## src/rtl/axi_rr_arbiter.sv

```systemverilog
// 2-to-1 AXI4-Stream packet arbiter: round-robin between two masters, grant held until TLAST.
// Optional AXI_ARB_BACK2BACK_EN re-arbitrates on the TLAST beat instead of taking an idle bubble.
module axi_rr_arbiter #(
  parameter int unsigned DATA_W = 8
) (
  input  logic              Aclk,
  input  logic              Aresetn,
  output logic              s_axis_tready1,
  output logic              s_axis_tready2,
  input  logic              s_axis_tvalid1,
  input  logic              s_axis_tvalid2,
  input  logic              s_axis_tlast1,
  input  logic              s_axis_tlast2,
  input  logic [DATA_W-1:0] s_axis_tdata1,
  input  logic [DATA_W-1:0] s_axis_tdata2,
  input  logic              m_axis_tready,
  output logic              m_axis_tlast,
  output logic              m_axis_tvalid,
  output logic [DATA_W-1:0] m_axis_tdata
);

  typedef enum logic [1:0] {StIdle, StGnt1, StGnt2} state_e;

  state_e state_q, state_d;
  // 0: slave 1 served last, 1: slave 2 served last
  logic   last_q, last_d;
  logic   xfer_last;

  always_comb begin
    s_axis_tready1 = 1'b0;
    s_axis_tready2 = 1'b0;
    m_axis_tvalid  = 1'b0;
    m_axis_tlast   = 1'b0;
    m_axis_tdata   = '0;
    unique case (state_q)
      StGnt1: begin
        m_axis_tvalid  = s_axis_tvalid1;
        m_axis_tlast   = s_axis_tlast1;
        m_axis_tdata   = s_axis_tdata1;
        s_axis_tready1 = m_axis_tready;
      end
      StGnt2: begin
        m_axis_tvalid  = s_axis_tvalid2;
        m_axis_tlast   = s_axis_tlast2;
        m_axis_tdata   = s_axis_tdata2;
        s_axis_tready2 = m_axis_tready;
      end
      default: ;
    endcase
  end

  assign xfer_last = m_axis_tvalid & m_axis_tready & m_axis_tlast;

  always_comb begin
    state_d = state_q;
    last_d  = last_q;
    unique case (state_q)
      StIdle: begin
        if (s_axis_tvalid1 && s_axis_tvalid2) begin
          state_d = last_q ? StGnt1 : StGnt2;
        end else if (s_axis_tvalid1) begin
          state_d = StGnt1;
        end else if (s_axis_tvalid2) begin
          state_d = StGnt2;
        end
      end
      StGnt1: begin
        if (xfer_last) begin
          last_d = 1'b0;
`ifdef AXI_ARB_BACK2BACK_EN
          if (s_axis_tvalid2) begin
            state_d = StGnt2;
          end else if (s_axis_tvalid1) begin
            state_d = StGnt1;
          end else begin
            state_d = StIdle;
          end
`else
          state_d = StIdle;
`endif
        end
      end
      StGnt2: begin
        if (xfer_last) begin
          last_d = 1'b1;
`ifdef AXI_ARB_BACK2BACK_EN
          if (s_axis_tvalid1) begin
            state_d = StGnt1;
          end else if (s_axis_tvalid2) begin
            state_d = StGnt2;
          end else begin
            state_d = StIdle;
          end
`else
          state_d = StIdle;
`endif
        end
      end
      default: state_d = StIdle;
    endcase
  end

  // Aresetn is an active-high synchronous reset despite its name
  always_ff @(posedge Aclk) begin
    if (Aresetn) begin
      state_q <= StIdle;
      last_q  <= 1'b1;
    end else begin
      state_q <= state_d;
      last_q  <= last_d;
    end
  end

endmodule

```

## config.mk

```make
export PLATFORM = sky130hd
export DESIGN_NAME = axi_rr_arbiter
export DESIGN_NICKNAME = d
export VERILOG_FILES = /design/src/rtl/axi_rr_arbiter.sv
export SDC_FILE = /design/constraint.sdc
export NUM_CORES = 1
export LEC_CHECK = 0
export CELL_PAD_IN_SITES_DETAIL_PLACEMENT = 0
export CELL_PAD_IN_SITES_GLOBAL_PLACEMENT = 2
export CORE_UTILIZATION = 12
export CTS_BUF_LIST = sky130_fd_sc_hd__clkbuf_4 sky130_fd_sc_hd__clkbuf_8 sky130_fd_sc_hd__clkbuf_16
export CTS_CLUSTER_SIZE = 30
export DETAILED_ROUTE_END_ITERATION = 10
export GPL_ROUTABILITY_DRIVEN = 0
export PLACE_DENSITY_LB_ADDON = 0.1
export SKIP_LAST_GASP = 1
export SYNTH_ARGS = -nofsm -noshare
export SYNTH_HDL_FRONTEND = slang
export SYNTH_SLANG_ARGS = --single-unit
```

## constraint.sdc

```tcl
create_clock -name Aclk -period 1.7 [get_ports Aclk]
set_input_delay 0.34 -clock Aclk [delete_from_list [all_inputs] [get_ports Aclk]]
set_output_delay 0.34 -clock Aclk [all_outputs]
set_load 0.02 [all_outputs]
```

==> summary.json <==
{
  "worst_hold_path": {
    "holdPathStages": 1,
    "timing.hold.worst.start": "last_q",
    "worst_min_path_class": "flip-flop to flip-flop",
    "timing.hold.worst_endpoint": "last_q"
  },
  "clock_network": {
    "cts_root_buffer": "sky130_fd_sc_hd__clkbuf_4",
    "cts.sink_count": 3,
    "ctsHtreeMaxLevel": 1,
    "worst_skew_pair.late_latency_ns": 0.23,
    "cts_inserted_buffers": 3,
    "clock_path_buffers": 2,
    "postCtsHoldBufs": 0,
    "clk_pin_slew_worst_paths_ns": 0.04,
    "tritoncts_clock_tree": "yes"
  },
  "routing": {
    "dr_total_vias": 600,
    "drt_first_pass_iters": 7,
    "antenna_violating_nets_post_route": 0,
    "routed_wire_length_per_instance_um": 12.0,
    "drt_iter0_markers": 23,
    "routed_via_density": 4.38,
    "routed_wirelength_um": 1640,
    "drc_errors": 3
  },
  "placed_design": {
    "placed_cells": 132,
    "hpwl_um": 1210,
    "pre_cts_ws_ns": -0.361,
    "io_buffers": 34
  },
  "pwr": {
    "cellLeakagePower_nw": 0.410,
    "gate_power_share": 0.846,
    "switching_power_w": 0.000798,
    "clkPwrFrac": 0.079,
    "p_int_w": 0.000990,
    "max_vdd_drop_mv": 0.633,
    "switching_share": 0.446,
    "flop_pwr_share": 0.075,
    "report.power.total_w": 0.00179,
    "power-per-cell-area_nw_per_um2": 1590
  },
  "die": {
    "die_w_um": 57.5,
    "die_y_um": 57.5,
    "std_cell_rows": 19,
    "boundaryPins": 35,
    "dieArea_um2": 3300,
    "initial_utilization": 0.130,
    "core-area_um2": 2830
  },
  "layout": {
    "most_frequent_cells_in_the_layout": "sky130_fd_sc_hd__clkdlybuf4s50_1, sky130_fd_sc_hd__buf_6, sky130_fd_sc_hd__buf_4",
    "layout.nets": 133,
    "antenna_cells_inserted": 0,
    "layout_commonest_cell": "sky130_fd_sc_hd__clkdlybuf4s50_1",
    "finish.cell_count_without_fillers": 137,
    "area_growth_from_synthesis_to_layout_pct": 205,
    "layout-drive-gt1-share": 0.613
  },
  "status": {
    "failed_checks": "design-rule violations, negative setup slack",
    "result_of_the_run": "finished, violations left"
  },
  "setup_path": {
    "reg2reg_from": "state_q[1]",
    "setup.worst_path.end_class": "flip-flop",
    "arrival_ns": 1.90,
    "required_ns": 1.85,
    "timing.critical_path.fanout_max": 4,
    "regToRegEndpoint": "state_q[0]",
    "ff2ff_setup_slack_ns": -0.05,
    "timing.reg2reg.worst_path_depth": 8,
    "critical_path.startpoint_type": "flip-flop",
    "criticalPathCategory": "flip-flop to flip-flop"
  },
  "flow_run": {
    "drv.max_cap_violation_count": 0
  },
  "timing": {
    "tmin_final_ns": 1.75,
    "post-route-worst-setup-slack_ns": -0.0514,
    "worst_slew_pin_slew_ns": 0.290,
    "rsz0062_at_grt": "yes",
    "timing.max_slew.rel_slack": 0.806,
    "final_hold_viol_count": 0,
    "final_max_slew_viols": 0,
    "setup_viol_count_final": 2,
    "final_min_period_over_clock_period": 1.03,
    "max_freq_mhz": 571,
    "skew_ns": 0.00248,
    "timing.hold.ws_ns": 0.500
  },
  "logic_synthesis": {
    "synth_cells": 52,
    "synth.lib_cells_used.distinct": 19,
    "yosys_register_bits": 3,
    "synth_sequential_area_ratio": 0.163,
    "ys.warnings.count": 0,
    "post_synth_instance_area_um2": 369,
    "syn_avg_cell_area_um2": 7.10,
    "total_nets_after_synthesis": 78
  },
  "grt": {
    "antenna_violations_before_repair": 0,
    "grt_pass1_wl_um": 2570,
    "grt_overflow": 0,
    "vias_in_the_first_global_route": 582,
    "grt_start_max_net_pins": 8,
    "globalRouteTotalUtil": 0.101
  }
}
cell families (layout without fill, tap and decap cells):
| kind of cell | after synthesis | count (layout) | share of synthesized area |
|---|---|---|---|
| buf+inv | 8 | 62 | 0.0814 |
| compound gates | 18 | 18 | 0.386 |
| fa+ha+maj | 3 | 3 | 0.102 |
| flops | 3 | 3 | 0.163 |
| simple gates | 20 | 20 | 0.268 |
area by class of cell:
cell class	instances	area (um^2)
flip-flops and latches	3	67.6
repair buffers	53	515
inverters	5	26.3
fillers	275	1700
well taps	31	38.8
multi-input cells	41	448
clock buffers	4	30.0
what timing repair did:
item	4_1_cts	5_1_grt
pin swaps	5	13
gates resized for setup	69	50
endpoints found under the hold margin	0	0
buffers inserted	0	1
setup endpoints to repair	15	14
critical path, cell delays in order, from the launching register on:
cell	delay, ns
sky130_fd_sc_hd__dfxtp_4	0.37
sky130_fd_sc_hd__inv_4	0.05
sky130_fd_sc_hd__ha_4	0.24
sky130_fd_sc_hd__buf_4	0.13
sky130_fd_sc_hd__nand2b_1	0.06
sky130_fd_sc_hd__a222oi_1	0.08
sky130_fd_sc_hd__buf_4	0.15
sky130_fd_sc_hd__or4_4	0.52
sky130_fd_sc_hd__o31ai_4	0.06
sequential cells by signal (all words and copies together) (netlist names):
register  count
last_q        1
state_q       2
Yosys cell counts:
library cell,instances,share of area
sky130_fd_sc_hd__o21ai_0,2,0.027
sky130_fd_sc_hd__a21oi_1,2,0.027
sky130_fd_sc_hd__a22oi_1,8,0.16
sky130_fd_sc_hd__a2111oi_2,1,0.041
sky130_fd_sc_hd__a222oi_1,1,0.027
sky130_fd_sc_hd__o21a_1,1,0.020
sky130_fd_sc_hd__o31ai_1,1,0.020
sky130_fd_sc_hd__nand4bb_1,1,0.031
sky130_fd_sc_hd__nand2b_1,3,0.051
sky130_fd_sc_hd__and2_1,2,0.034
sky130_fd_sc_hd__dfxtp_1,3,0.16
sky130_fd_sc_hd__clkbuf_1,3,0.031
sky130_fd_sc_hd__inv_1,5,0.051
sky130_fd_sc_hd__ha_1,3,0.10
sky130_fd_sc_hd__or4_1,1,0.020
sky130_fd_sc_hd__nand2_1,3,0.031
sky130_fd_sc_hd__nor2_1,10,0.10
sky130_fd_sc_hd__a22oi_2,1,0.034
sky130_fd_sc_hd__a221o_1,1,0.027
worst max path at each step:
stage | start | to | cells past startpoint
after floorplan | state_q[0] | m_axis_tvalid | 5
after global placement | s_axis_tvalid1 | m_axis_tvalid | 4
after detailed placement | s_axis_tvalid2 | m_axis_tvalid | 4
after CTS | state_q[1] | m_axis_tdata[0] | 6
after global routing | state_q[1] | state_q[0] | 8
final | state_q[1] | state_q[0] | 8
power by group through the flow:
stage                     registers (W)  clock network, W  logic (W)
after floorplan                0.000103                 0   0.000480
after global placement         0.000106                 0    0.00102
after detailed placement       0.000105                 0   0.000998
after CTS                      0.000125          0.000145    0.00109
after global routing           0.000141          0.000155    0.00163
final                          0.000134          0.000141    0.00151
metal layers:
metal,wire [um],track usage,part of all wire,vias up
li1,-,-,-,301
met1,601,0.116,0.37,280
met2,946,0.183,0.58,17
met3,81,0.0159,0.049,2
met4,12,0.0418,0.0073,0
met5,0,0,0,-
through the flow:
step | utilization | cell area (um^2) | setup TNS [ns]
after detailed placement | 0.308 | 872 | -3.82
final | 0.398 | 1130 | -0.0728
after floorplan | - | 369 | 0
after global placement | 0.308 | 872 | -3.89
after CTS | 0.330 | 932 | -0.0669
after global routing | 0.398 | 1130 | -0.595
No activity file was read; power rests on OpenSTA's default activity.
